[config.mk]
export PLATFORM = sky130hd
export DESIGN_NAME = mem_access_unit
export DESIGN_NICKNAME = d
export VERILOG_FILES = /design/src/rtl/mem_access_unit.sv
export SDC_FILE = /design/constraint.sdc
export NUM_CORES = 1
export LEC_CHECK = 0
export ABC_CLOCK_PERIOD_IN_PS = 5000
export CORE_ASPECT_RATIO = 0.9
export CORE_MARGIN = 2
export CORE_UTILIZATION = 48
export CTS_CLUSTER_SIZE = 8
export DETAILED_ROUTE_END_ITERATION = 10
export MAX_ROUTING_LAYER = met4
export PLACE_DENSITY = 0.86
export SYNTH_ARGS = -nofsm -noshare
export SYNTH_HDL_FRONTEND = slang
export SYNTH_SLANG_ARGS = --single-unit
[constraint.sdc]
create_clock -name clk -period 5 [get_ports clk]
set_input_delay 1 -clock clk [delete_from_list [all_inputs] [get_ports clk]]
set_output_delay 1 -clock clk [all_outputs]
set_load 0.01 [all_outputs]
[src/rtl/mem_access_unit.sv]
// MEM-stage load/store sequencer: sized RV64 loads/stores onto 8-byte memory.
// Ports: req_* in, resp_* out, mem_* to/from Data_Memory. Option: MEM_MISALIGN_TRAP_EN.
module mem_access_unit #(
  parameter int unsigned MEM_BYTES = 256
) (
  input  logic        clk,
  input  logic        reset,
  input  logic        req_valid,
  output logic        req_ready,
  input  logic [63:0] req_addr,
  input  logic [63:0] req_wdata,
  input  logic        req_is_load,
  input  logic        req_is_store,
  input  logic [2:0]  req_funct3,
  output logic        resp_valid,
  output logic [63:0] resp_rdata,
  output logic        resp_fault,
  output logic [63:0] mem_addr,
  output logic [63:0] mem_write_data,
  output logic        mem_read,
  output logic        mem_write,
  input  logic [63:0] mem_read_data
);

  typedef enum logic [2:0] {
    IDLE, RD, RMW_RD, WR, DONE
  } state_t;

  state_t      state;
  state_t      state_nx;
  logic [63:0] addr_q;
  logic [63:0] wdata_q;
  logic [2:0]  f3_q;
  logic        accept;
  logic [64:0] end_addr;
  logic        oob;
  logic        misal;
  logic        fault;
  logic [63:0] ext;
  logic [63:0] merged;

  assign req_ready = (state == IDLE) && !reset;
  assign accept    = req_valid && req_ready;

  // 65-bit sum so an address near 2^64 cannot wrap into range.
  assign end_addr = {1'b0, req_addr} + 65'd8;
  assign oob      = end_addr > 65'(MEM_BYTES);

`ifdef MEM_MISALIGN_TRAP_EN
  always_comb begin
    misal = 1'b0;
    case (req_funct3[1:0])
      2'b01:   misal = req_addr[0];
      2'b10:   misal = |req_addr[1:0];
      2'b11:   misal = |req_addr[2:0];
      default: misal = 1'b0;
    endcase
  end
`else
  assign misal = 1'b0;
`endif

  always_comb begin
    fault = 1'b0;
    if (req_is_load)
      fault = oob || misal || (req_funct3 == 3'b111);
    else if (req_is_store)
      fault = oob || misal || req_funct3[2];
  end

  always_comb begin
    state_nx = state;
    case (state)
      IDLE: begin
        if (accept) begin
          if (fault || !(req_is_load || req_is_store))
            state_nx = DONE;
          else if (req_is_load)
            state_nx = RD;
          else if (req_funct3 == 3'b011)
            state_nx = WR;
          else
            state_nx = RMW_RD;
        end
      end
      RD:      state_nx = DONE;
      RMW_RD:  state_nx = WR;
      WR:      state_nx = DONE;
      DONE:    state_nx = IDLE;
      default: state_nx = IDLE;
    endcase
  end

  always_comb begin
    ext = 64'd0;
    case (f3_q)
      3'b000: ext = {{56{mem_read_data[7]}}, mem_read_data[7:0]};
      3'b001: ext = {{48{mem_read_data[15]}}, mem_read_data[15:0]};
      3'b010: ext = {{32{mem_read_data[31]}}, mem_read_data[31:0]};
      3'b011: ext = mem_read_data;
      3'b100: ext = {56'd0, mem_read_data[7:0]};
      3'b101: ext = {48'd0, mem_read_data[15:0]};
      3'b110: ext = {32'd0, mem_read_data[31:0]};
      default: ext = 64'd0;
    endcase
  end

  always_comb begin
    merged = wdata_q;
    case (f3_q)
      3'b000: merged = {mem_read_data[63:8], wdata_q[7:0]};
      3'b001: merged = {mem_read_data[63:16], wdata_q[15:0]};
      3'b010: merged = {mem_read_data[63:32], wdata_q[31:0]};
      default: merged = wdata_q;
    endcase
  end

  always_ff @(posedge clk) begin
    if (reset) begin
      state      <= IDLE;
      addr_q     <= 64'd0;
      wdata_q    <= 64'd0;
      f3_q       <= 3'd0;
      resp_rdata <= 64'd0;
      resp_fault <= 1'b0;
    end else begin
      state <= state_nx;
      if (accept) begin
        addr_q     <= req_addr;
        wdata_q    <= req_wdata;
        f3_q       <= req_funct3;
        resp_rdata <= 64'd0;
        resp_fault <= fault;
      end
      if (state == RD)
        resp_rdata <= ext;
      if (state == RMW_RD)
        wdata_q <= merged;
    end
  end

  // Memory strobes decode from the state register only, so a reset
  // sampled while in WR still sees mem_write high at that edge.
  assign resp_valid     = (state == DONE);
  assign mem_read       = (state == RD) || (state == RMW_RD);
  assign mem_write      = (state == WR);
  assign mem_addr       = (mem_read || mem_write) ? addr_q : 64'd0;
  assign mem_write_data = mem_write ? wdata_q : 64'd0;

endmodule

==> impl_metrics.py <==
metrics = {
    "clock_network": {
        "cts_sinks": 199,
        "tritoncts": "yes",
        "cts_buffer_depth": 2,
        "cts_buffers": 17,
        "clk_pin_slew_ns": 0.08,
        "htreeDepth": 4,
        "cts_hold_buf": 0,
        "post_cts_buffers": 0,
        "clk_latency_ns": 0.44,
        "clockRootBuffer": "clkbuf_16",
        "cts_resized": 0,
    },
    "route": {
        "vias": 11200,
        "drtPass1Iterations": 8,
        "wl_um": 37600,
        "drc": 0,
        "viasPerCell": 5.61,
        "antenna_left": 0,
        "drt_iter0_markers": 911,
        "wire_per_inst_um": 18.9,
    },
    "global_routing": {
        "antenna_found_initial": 1,
        "overflow": 0,
        "track_usage_pct": 32.3,
        "grt_max_degree": 117,
        "grt_pass1_vias": 10400,
        "grt_first_pass_wirelength_um": 57400,
    },
    "place": {
        "placedCellCount": 1955,
        "place_hpwl_um": 26900,
        "gp_congestion": 0.974,
        "port_buffers": 396,
        "place_area_mm2": 0.0145,
    },
    "logic_synthesis": {
        "synthArstFlopShare_pct": 0,
        "netlist_instances": 1355,
        "ys_seq_area_share_pct": 38.2,
        "ys.flop_type": "dfxtp_1",
        "syn-num-nets": 1556,
        "syn_avg_cell_area_um2": 7.69,
        "ys_ff_latch": 199,
        "ys.warnings.count": 0,
        "syn_area_mm2": 0.0104,
        "yosysUniqueCellTypes": 55,
        "synth-edff-count": 0,
    },
    "power": {
        "p_switching_mw": 1.03,
        "power_mw": 3.66,
        "pwr-share-clk_pct": 38.9,
        "p_sw_share_pct": 28.1,
        "p_leak_nw": 5.54,
        "pwr_density_cell_mw_per_mm2": 242,
        "irDropWorstVdd_mv": 0.203,
        "p_comb_share_pct": 14.7,
        "p_int_mw": 2.63,
        "seqPwrFrac_pct": 46.4,
    },
    "layout": {
        "final_area_mm2": 0.0151,
        "seq_area_mm2": 0.00398,
        "layoutNonFillerInstCount": 1988,
        "drive_above_1_share_pct": 4.30,
        "fin_util_pct": 70.2,
        "syn_to_final_growth_pct": 44.8,
        "multiInputGateArea_mm2": 0.00608,
        "nets": 1884,
        "num-fill-cells": 1755,
    },
    "critical_path": {
        "crit_arrival_ns": 4.09,
        "worstSetupEndpointType": "flop",
        "start_kind": "input pin",
        "critPathKind": "in -> reg",
        "ff2ff_path_depth": 6,
        "required_ns": 5.28,
        "cp_max_fo": 6,
    },
    "floorplan": {
        "dieArea_mm2": 0.0229,
        "fp-row-count": 51,
        "coreArea_mm2": 0.0215,
        "die_h_um": 144,
        "initial_core_util_pct": 48.5,
        "io_pins": 397,
        "die_w_um": 159,
    },
    "sta": {
        "drv_slew": 0,
        "hold_violations": 0,
        "post-route-period-util_pct": 76.1,
        "fin_tns_setup_ns": 0,
        "final-setup-viol-count": 0,
        "slew_headroom_pct": 24.9,
        "rsz0062_at_grt": "false",
        "worstMarginPinSlew_ns": 1.12,
        "fmax_mhz": 263,
        "skew_ns": 0.0174,
        "period_minus_slack_ns": 3.81,
    },
    "hold_path": {
        "hold_depth": 2,
        "hp-class": "reg -> reg",
    },
    "run": {
        "drv_cap": 0,
    },
    "run_status": {
        "status": "completed",
    },
}
-- power by group through the flow --
stage                     logic, mW  clock network (mW)  registers, mW
after global placement        0.520                   0           1.73
after global routing          0.585                1.50           1.71
final                         0.538                1.42           1.70
after CTS                     0.533                1.43           1.70
after detailed placement      0.529                   0           1.73
after floorplan               0.260                   0           1.72
-- synthesized netlist by cell type, types with 7 or more instances --
| master | n | area (um2) |
|---|---|---|
| nand4_1 | 18 | 113 |
| xor2_1 | 12 | 105 |
| xnor2_1 | 17 | 149 |
| and2_1 | 136 | 851 |
| dfxtp_1 | 199 | 3980 |
| mux2i_1 | 62 | 621 |
| a211oi_1 | 57 | 428 |
| o21ai_0 | 22 | 110 |
| nand2_1 | 193 | 724 |
| nand3b_1 | 70 | 526 |
| nand3_1 | 24 | 120 |
| clkbuf_1 | 92 | 345 |
| nor3_1 | 17 | 85.1 |
| inv_1 | 7 | 26.3 |
| a22oi_1 | 17 | 128 |
| and3_1 | 7 | 43.8 |
| nor2_1 | 207 | 777 |
| a21oi_1 | 114 | 571 |
| nor4_1 | 8 | 50.1 |
-- metal layers --
| metal | share of wire (%) | vias to the layer above | GRT usage (%) | wire length, um |
|---|---|---|---|---|
| met2 | 47 | 494 | 51.2 | 17500 |
| met5 | 0 | - | - | 0 |
| li1 | - | 5308 | - | - |
| met1 | 43 | 5265 | 41.4 | 16300 |
| met4 | 3.4 | 0 | 12.4 | 1280 |
| met3 | 6.8 | 87 | 5.83 | 2580 |
-- final cells by class --
type                            instances  share of cell area (%)
Timing Repair Buffer                  408                    26.9
Sequential cell                       199                    26.4
Clock buffer                           19                    2.87
Inverter                                7                   0.174
Multi-Input combinational cell       1050                    40.2
Clock inverter                         13                    1.03
Antenna cell                            1                  0.0166
Tap cell                              291                    2.41
-- metrics by stage --
step / hold slack, ns / setup slack, ns
after global placement: 0.438 / 0.869
final: 0.454 / 1.19
after floorplan: 0.432 / 1.77
after detailed placement: 0.442 / 0.794
after global routing: 0.475 / 0.958
after CTS: 0.453 / 1.17
-- path summary, 6_finish.rpt --
path | start | to | slack, ns
worst min-delay path | wdata_q[5] | wdata_q[5] | 0.45
worst max-delay path | req_addr[10] | state[2] | 1.19
worst min register to register | wdata_q[5] | wdata_q[5] | 0.45
worst max register to register | state[1] | wdata_q[21] | 1.94
-- placed cells by master, fill, tap and decap left out, types with 3 or more instances in the layout --
master / count
nor4_4: 3
nand2_1: 190
a211oi_1: 57
nor4_2: 3
and2_1: 135
or2_2: 3
nand3b_1: 70
nand4_1: 18
or4_1: 3
xor2_1: 12
o21ai_0: 22
and4_1: 3
nor4_1: 8
clkinv_4: 4
nor3_1: 17
or3_1: 5
buf_4: 12
clkdlybuf4s50_1: 395
a31oi_1: 6
inv_8: 5
a22oi_1: 17
o31ai_1: 6
nor2_1: 204
a21oi_1: 114
and3_1: 7
dfxtp_1: 199
nand2_2: 3
inv_1: 7
xnor2_1: 17
nand3_1: 24
a41o_1: 4
clkbuf_16: 17
mux2i_1: 62
-- logic make-up after synthesis --
kind of cell / count (synthesis) / share of synthesized area, %
multiplexers: 62 / 5.95
AO/OA/AOI/OAI: 241 / 14.2
XOR/XNOR: 29 / 2.44
AND/OR/NAND/NOR: 717 / 35.2
adder cells (fa/ha/maj): 1 / 0.120
buffers and inverters: 106 / 3.83
flip-flops: 199 / 38.2
-- state kept, by name, indices dropped and copies added (netlist names) --
name        cells
addr_q         64
f3_q            3
resp_fault      1
resp_rdata     64
state           3
wdata_q        64
-- worst max-delay path: stages --
cell,delay (ns)
clkdlybuf4s50_1,0.65
nand4_4,0.25
nor4_4,0.47
nand4_1,0.26
o31ai_1,0.40
nand3_1,0.12
or4_4,0.56
nor3_4,0.26
a2111oi_2,0.11
Note: power is estimated with default switching activity, not from simulation.
